==> src/rtl/sd_pkg.sv <==
// sd_pkg: shared SD clock constants and run-state type.
package sd_pkg;
  localparam int SD_DIV_WIDTH = 8;
  localparam int SD_INIT_DIV = 64;
  localparam int SD_FAST_DIV = 1;
  typedef enum logic {SD_CLK_STOPPED, SD_CLK_RUNNING} sd_run_e;
endpackage

==> src/rtl/sd_clock_gen.sv <==
// sd_clock_gen: glitch-free programmable 50% SD clock with rise/fall strobes.
// Define SD_CLK_GATE_EN to honour ien; otherwise the clock free-runs after reset.
module sd_clock_gen
  import sd_pkg::*;
#(
  parameter int DIV_WIDTH = SD_DIV_WIDTH,
  parameter int INIT_DIV = SD_INIT_DIV
) (
  input  logic                 iclk,
  input  logic                 irst_n,
  input  logic [DIV_WIDTH-1:0] idiv,
  input  logic                 ien,
  output logic                 oclk,
  output logic                 orun,
  output logic                 orise,
  output logic                 ofall
);
`ifdef SD_CLK_GATE_EN
  localparam logic GATE = 1'b1;
`else
  localparam logic GATE = 1'b0;
`endif
  localparam logic [DIV_WIDTH-1:0] RST_DIV = (INIT_DIV == 0) ? DIV_WIDTH'(1) : DIV_WIDTH'(INIT_DIV);
  sd_run_e st;
  logic [DIV_WIDTH-1:0] cnt, div, nxt_div;
  logic en;
  assign en = ien | ~GATE;
  assign nxt_div = (idiv == '0) ? DIV_WIDTH'(1) : idiv;
  assign orun = (st == SD_CLK_RUNNING);
  // divisor only reloads at the start of a low phase so a high phase is never resized
  always_ff @(posedge iclk or negedge irst_n)
    if (!irst_n) begin
      st <= SD_CLK_STOPPED;
      oclk <= 1'b0;
      cnt <= '0;
      div <= RST_DIV;
      orise <= 1'b0;
      ofall <= 1'b0;
    end else begin
      orise <= 1'b0;
      ofall <= 1'b0;
      if (st == SD_CLK_STOPPED) begin
        if (en) begin
          st <= SD_CLK_RUNNING;
          if (GATE) div <= nxt_div;
        end
      end else if (!en && !oclk) begin
        st <= SD_CLK_STOPPED;
        cnt <= '0;
      end else if (cnt == div - DIV_WIDTH'(1)) begin
        cnt <= '0;
        oclk <= ~oclk;
        orise <= ~oclk;
        ofall <= oclk;
        if (oclk) begin
          div <= nxt_div;
          if (!en) st <= SD_CLK_STOPPED;
        end
      end else cnt <= cnt + DIV_WIDTH'(1);
    end
endmodule

==> config.mk <==
export PLATFORM = sky130hd
export DESIGN_NAME = sd_clock_gen
export DESIGN_NICKNAME = d
export VERILOG_FILES = /design/src/rtl/sd_pkg.sv /design/src/rtl/sd_clock_gen.sv
export SDC_FILE = /design/constraint.sdc
export NUM_CORES = 1
export LEC_CHECK = 0
export CAP_MARGIN = 15
export CORE_UTILIZATION = 58
export DETAILED_ROUTE_END_ITERATION = 10
export HOLD_SLACK_MARGIN = 0.15
export PLACE_DENSITY = 0.83
export SYNTH_ARGS = -nofsm -noshare
export SYNTH_HDL_FRONTEND = slang
export SYNTH_SLANG_ARGS = --single-unit
export TNS_END_PERCENT = 100
==> constraint.sdc <==
create_clock -name iclk -period 4.5 [get_ports iclk]
set_input_delay 0.45 -clock iclk [delete_from_list [all_inputs] [get_ports iclk]]
set_output_delay 0.45 -clock iclk [all_outputs]
set_load 0.01 [all_outputs]
# Word-level counts from Yosys, hierarchy flattened
# Cells that the tools add are included.
op_classes:
  n_eq_ne: 1
  n_addsub: 2
  bitwise: 1
  reduce_logical: 3
  mux: 6
ops:
  columns: ["operator", "n"]
  rows:
  - ["8-bit two-way mux", 2]
  - ["8-bit by 1-bit adder with 8-bit output (second input constant)", 1]
  - ["8-bit == test", 1]
  - ["8-bit zero test", 1]
  - ["8-bit by 1-bit subtractor with 8-bit output (second input constant)", 1]
  - ["1-bit two-way mux", 4]
  - ["3-bit AND reduction", 1]
  - ["2-bit AND reduction", 1]
  - ["1-bit inverter", 1]
totals:
  register_bits: 20
  wordCells: 19

# Logic depth before layout (Yosys ltp)
# Gate-level depths: netlist (run 1).
logic_depth:
  depth_word: 4
  ltp_mapped: 10
  mapped_depth_nobuf: 8

# Worst setup path after synthesis (run 1)
# Ideal clock, no wire load.
synth_timing:
  kind: "reg2reg"
  startpoint: "reg div[0]"
  endpoint: "reg div[1]"
  path_buffers: 1
  required_ns: 4.375
  stages_incl_launch_ff: 9
  setup_slack_ns: 2.219
  setup_time_ns: 0.125
  arrival_time_ns: 2.156
  period_less_slack_ns: 2.281
  cell_sequence: "dfrtp_1 > inv_1 > ha_1 > buf_6 > nand2b_1 > a311o_1 > a211oi_4 > nand4_4 > mux2_4"
synth_between:
  elab_chain_len: 3
synth_rtl:
  columns: ["element", "line_no", "rtl"]
  rows:
  - ["start: declaration", "sd_clock_gen.sv:25", "logic [DIV_WIDTH-1:0] cnt, div, nxt_div;"]
  - ["start signal: assignment", "sd_clock_gen.sv:45", "if (GATE) div <= nxt_div;"]
  - ["start signal: assignment", "sd_clock_gen.sv:56", "div <= nxt_div;"]
  - ["8-bit by 1-bit subtractor with 8-bit output", "sd_clock_gen.sv:50", "end else if (cnt == div - DIV_WIDTH'(1)) begin"]
  - ["8-bit == test", "sd_clock_gen.sv:50", null]
  - ["3-bit AND reduction (no line)", null, null]
# No other way between the ends.
# A chain may end at the register's enable or synchronous reset.

# Worst setup path in the final report (run 1)
layout_timing:
  startpoint: "reg div[0]"
  endpoint: "reg div[4]"
# The elaborated chain is that of the path after synthesis.

==> flow_metrics.tcl, run 1 <==
set metrics [dict create \
    clock_latency_ps 300 \
    end_kind "flop" \
    min_path_type "flop to flop" \
    period_share_pct 56.65 \
    utilization_pct 70.88 \
    finalHoldViolations 0 \
    cellPowerDensity_nw_per_um2 430.6 \
    synth.most_common_cell "dfrtp_1" \
    cp_max_fo 8 \
    slew_violations 0 \
    slew_headroom_pct 39.16 \
    ctsResizeCount 0 \
    drv_cap 0 \
    synth_top_cell_by_area "dfrtp_1" \
    clock_power_share_pct 24.7 \
    comb_power_share_pct 29.5 \
    multi_input_area_sq_um 635.6 \
    synth_top_area_share_pct 39.75 \
    start_kind "flop" \
    critPathLaunch "div[0]" \
    cts_tree "done" \
    synth_fp_nets 126 \
    r2r-end "div[4]" \
    drtPass1Iterations 4 \
    crit_type "flop to flop" \
    critPathSlowestCell "dfrtp_1" \
    cts_htree_levels 1 \
    cp_cell_sequence "inv_1 > ha_1 > nand2b_1 > a21oi_1 > a311o_1 > a211oi_4 > nand4_4 > mux2_4" \
    status "finished, final reports clean" \
    r2r_slack_ps 1950 \
    clock_path_buffers 2 \
    clkSinkCount 20 \
    synth_edf_count 0 \
    intPower_w 0.0003965 \
    min_period_ps 2549 \
    postCtsSetupBuffers 0 \
    synth.area.top_cells "dfrtp_1, mux2_4, xor2_1" \
    cts_buffers 3 \
    drcViolationCount 0 \
    grt_overflow 0 \
    path_buf_inv 1 \
    ys_warn_count 0 \
    power.switching_w 0.0001960 \
    ctsHoldBuffers 0 \
    port_buffers 13 \
    antenna_found_initial 0 \
    antenna_left 0 \
    gp_routability_congestion 0.7366 \
    worst_pin_slew_ps 909.8 \
    synth_cell_types 35 \
    drive_gt1_share_pct 14.40 \
    core_area_sq_um 1942 \
    r2r-start "div[0]" \
    drt_iter0_drc 19 \
    grt_pass1_vias 819 \
    crit_cells 8 \
    syn_inst 113 \
    synthTopCellsByCount "dfrtp_1, nand2b_1" \
    fp.dieW_um 47.41 \
    synth_ff_type "dfrtp_1" \
    async_flop_share_pct 100.0 \
    slowest_delay_ps 460 \
    grt_pass1_wl_um 3657 \
    num_antenna_cells 0 \
    grt_usage_pct 23.89 \
    fp.dieH_um 47.41 \
    p_leak_nw 0.6103 \
    ir_worst_vdd_v 0.0003344 \
    routedWlPerCell_um 14.20 \
    hold_ws_ps 546.4 \
    grt_max_degree 21 \
    clk_pin_slew_ps 120 \
    rows 16 \
    switching_share_pct 33.08 \
    start_util_pct 61.60 \
    dp.final_hpwl_um 1572 \
    fmax_mhz 392.3 \
    vias 867 \
    drt-total-wl_um 2159 \
    syn_area_per_cell_sq_um 10.59 \
    rsz0062_at_grt "false" \
    totalNegativeSetupSlack_ps 0 \
    ys_seq_elements 20 \
    netlist_area_sq_um 1196 \
    area_delta_synth_final_pct 15.06 \
    seqCellArea_sq_um 501.7 \
    ios 15 \
    worstPathArrival_ps 2740 \
    seq_area_frac_synth_pct 41.95 \
    p_seq_share_pct 45.8 \
    die_area_sq_um 2248 \
    critPathRequiredTime_ps 4690 \
    via_per_inst 5.704 \
    path_delay_family "compound AO/OA/AOI/OAI gates" \
    fillers 144 \
    worstSetupEndpoint "div[4]" \
    fin_nets 139 \
    clockRootBuffer "clkbuf_4" \
    clock_skew_ps 9.646 \
    reg2reg_depth 8 \
    finalSetupViolCount 0 \
]
==> worst reg2reg max path: stages, from the launching register on <==
cell,delay [ps]
dfrtp_1,460
inv_1,120
ha_1,320
nand2b_1,170
a21oi_1,70
a311o_1,310
a211oi_4,350
nand4_4,270
mux2_4,380
==> logic make-up (layout without fill, tap and decap cells) <==
family                   after synthesis  count (layout)  share of synthesized area (%)
other                                  1               1                         0.3135
adder cells (fa/ha/maj)                2               2                          2.092
multiplexers                           8               8                          9.623
AND/OR/NAND/NOR                       37              37                          19.35
buffers and inverters                 11              23                          4.916
flip-flops                            20              20                          41.95
XOR/XNOR                              13              13                          9.519
AO/OA/AOI/OAI                         21              21                          12.24
==> sequential cells by signal (all words and copies together), names as in the netlist <==
name and cells:
ofall 1, orun 1, orise 1, cnt 8
div 8, oclk 1
==> final cells by class <==
| type | instances | share of cell area [%] |
|---|---|---|
| well taps | 27 | 2.455 |
| clock inverters | 1 | 2.182 |
| inverters | 6 | 1.636 |
| clock buffers | 3 | 1.636 |
| flip-flops and latches | 20 | 36.45 |
| multi-input cells | 82 | 46.18 |
| repair buffers | 13 | 9.455 |
==> per-stage QoR <==
stage / setup WS [ps] / cells / instance area (sq um) / power (W)
final: 1951 / 152 / 1376 / 0.0005926
after floorplan: 2219 / 113 / 1196 / 0.0004035
after global routing: 1767 / 152 / 1376 / 0.0006289
after detailed placement: 1975 / 148 / 1324 / 0.0004481
after global placement: 2028 / 148 / 1324 / 0.0004372
after CTS: 1948 / 152 / 1376 / 0.0005947
==> worst min path at each step <==
stage / depth (start not counted) / endpoint / from
2_1_floorplan: 0 / cnt[0] / irst_n
3_3_place_gp: 1 / div[7] / div[7]
3_5_place_dp: 1 / div[7] / div[7]
4_1_cts: 1 / div[7] / div[7]
5_1_grt: 1 / div[7] / div[7]
6_report: 1 / div[7] / div[7]
==> power groups by stage <==
stage                     clock network, W  registers [W]  logic (W)
after floorplan                          0       0.000254   0.000150
after global placement                   0       0.000272   0.000165
after detailed placement                 0       0.000274   0.000174
after CTS                         0.000149       0.000270   0.000176
after global routing              0.000152       0.000278   0.000199
final                             0.000147       0.000271   0.000175
==> cells in the final DEF, fill, tap and decap left out, drive strengths merged, types with 2 or more instances in the layout <==
cell	instances
nand2b	8
nand3	7
mux2	7
xor2	7
dfrtp	19
ha	2
a21oi	7
inv	6
nor2	4
nand3b	2
clkbuf	3
nand2	3
nand4	3
o22ai	2
nor4	2
a211oi	2
xnor2	6
clkdlybuf4s50	13
nor3	3
and3	2
a22o	2
o21ai	5
==> layer usage <==
| metal | vias up | wire [um] | track usage, % |
|---|---|---|---|
| met5 | - | 0 | 0 |
| met1 | 429 | 1041 | 34.46 |
| li1 | 424 | - | - |
| met3 | 4 | 32 | 2.264 |
| met2 | 10 | 1057 | 36.99 |
| met4 | 0 | 27 | 9.714 |
No activity file was read; power rests on OpenSTA's default activity.
==> run 2, diff against run 1 <==
CORE_UTILIZATION = 54   (was 58)
PLACE_DENSITY = 0.78   (was 0.83)
clock period = 2.6 ns   (was 4.5 ns; I/O delays follow)
==> run 2 against run 1 <==
Sequential cell count unchanged. Utilization shrank 1.9 points. Sequential power is 73% higher. Combinational power grew 78%. Final cell count increased by 1.3%. Fmax grew 5.5%. Global-route usage shrank 2.7 points. Via count up 2.1%. First-iteration DRC count is 37% lower. Clock-buffer cell count stayed put. Highest routed layer unchanged.
==> flow_metrics.tcl, run 2 (synthesis results as in run 1) <==
set metrics [dict create \
    ios 15 \
    final_cells 154 \
    min_period_ps 2417 \
    p_leak_nw 0.6189 \
    cp_max_fo 8 \
    rsz0062_at_grt "false" \
    clock_skew_ps 2.553 \
    power.switching_w 0.0003387 \
    dp.final_hpwl_um 1713 \
    drtPass1Iterations 4 \
    cts_htree_levels 1 \
    period_share_pct 92.95 \
    worstPathArrival_ps 2610 \
    antenna_found_initial 0 \
    power_w 0.001029 \
    critPathSlowestCell "dfrtp_1" \
    core_area_sq_um 2022 \
    clkSinkCount 20 \
    cellPowerDensity_nw_per_um2 738.0 \
    drt_iter0_drc 12 \
    place_ws_ps 133.6 \
    routedWlPerCell_um 14.79 \
    slew_headroom_pct 40.92 \
    clockRootBuffer "clkbuf_4" \
    r2r-start "div[1]" \
    vias 885 \
    postCtsSetupBuffers 0 \
    fp.dieH_um 49.07 \
    antenna_left 0 \
    crit_type "flop to flop" \
    r2r-end "div[1]" \
    slowest_delay_ps 460 \
    rows 16 \
    drt-total-wl_um 2277 \
    layout_setup_ws_ps 183.2 \
    worst_pin_slew_ps 883.4 \
    die_area_sq_um 2407 \
    fillers 148 \
    clock_power_share_pct 24.2 \
    finalSetupViolCount 0 \
    status "finished, final reports clean" \
    drcViolationCount 0 \
    drv_cap 0 \
    dp.cells 150 \
    p_seq_share_pct 45.6 \
    clock_latency_ps 290 \
    cts_buffers 3 \
    cp_cell_sequence "inv_1 > ha_2 > nand2b_1 > a21oi_1 > a311o_1 > a211oi_4 > nand4_4 > mux2_4" \
    drive_gt1_share_pct 16.54 \
    final_cell_mix "dfrtp_1, clkdlybuf4s50_1, nand2b_1" \
    switching_share_pct 32.93 \
    critPathRequiredTime_ps 2790 \
    comb_power_share_pct 30.2 \
    r2r_slack_ps 180 \
    end_kind "flop" \
    start_kind "flop" \
    slew_violations 0 \
    reg_top3 "cnt (8), div (8)" \
    port_buffers 13 \
    grt_pass1_vias 906 \
    fin_nets 141 \
    intPower_w 0.0006899 \
    grt_overflow 0 \
    clock_path_buffers 2 \
    cts_tree "done" \
    grt_max_degree 21 \
    grt_usage_pct 21.23 \
    grt_pass1_wl_um 3988 \
    ir_worst_vdd_v 0.0005011 \
    min_path_type "primary input to async pin" \
    reg2reg_depth 8 \
    utilization_pct 68.94 \
    start_util_pct 59.16 \
    fp.dieW_um 49.07 \
    num_antenna_cells 0 \
    totalNegativeSetupSlack_ps 0 \
    via_per_inst 5.747 \
    gp_routability_congestion 0.8014 \
    layout_commonest_cell "dfrtp_1" \
    area_delta_synth_final_pct 16.53 \
    finalHoldViolations 0 \
    fmax_mhz 413.8 \
    clk_pin_slew_ps 110 \
]
-- run 2: changes by cell type in the layout (fill, tap and decap cells not counted) --
cell   before  now
ha_1        2    1
buf_4       0    2
ha_2        0    1
-- run 2: metal layers --
layer	part of all wire, %	vias to the layer above	global-route usage (%)
met5	0	-	0
met3	2.2	2	2.804
met2	51	16	36.30
li1	-	425	-
met4	0.22	0	4.902
met1	46	442	28.40
-- run 2: power by group through the flow --
stage | clock, W | combinational (W) | sequential, W
2_1_floorplan | 0 | 0.000259 | 0.000439
3_3_place_gp | 0 | 0.000289 | 0.000470
3_5_place_dp | 0 | 0.000309 | 0.000476
4_1_cts | 0.000253 | 0.000312 | 0.000468
5_1_grt | 0.000272 | 0.000345 | 0.000483
6_report | 0.000249 | 0.000311 | 0.000469
-- run 2: final cells by class --
cell class	count	area [sq um]	share of cell area [%]
Clock buffer	3	22.52	1.616
Inverter	6	22.52	1.616
Tap cell	27	33.78	2.424
Clock inverter	1	30.03	2.154
Sequential cell	20	501.7	36.00
Timing Repair Buffer	15	145.1	10.41
Multi-Input combinational cell	82	638.1	45.78
-- run 2: repair_timing --
item | CTS | global route
hold buffers | 0 | 0
endpoints found under the setup margin | 0 | 7
resized for setup | 0 | 1
-- run 2: worst max-delay path by stage --
stage / from / to / slack [ps] / cells past startpoint
after global placement: div[1] / div[7] / 240 / 8
after floorplan: div[0] / div[1] / 320 / 8
after detailed placement: div[1] / div[2] / 130 / 8
after global routing: div[1] / div[2] / 50 / 8
after CTS: div[1] / div[2] / 110 / 8
final: div[1] / div[1] / 180 / 8
-- run 2: per-stage QoR --
stage                     hold WS (ps)  cell area [sq um]
final                            453.8               1394
after floorplan                 -35.59               1196
after detailed placement         516.6               1339
after global placement           514.6               1339
after global routing             530.7               1394
after CTS                        485.6               1391
-- run 2: critical path: cells and delay by family, from the launching register on --
family	cells	cell delay (ps)
mux	1	370
simple gates	2	430
buf+inv	1	90
compound gates	3	690
flops	1	460
fa+ha+maj	1	270
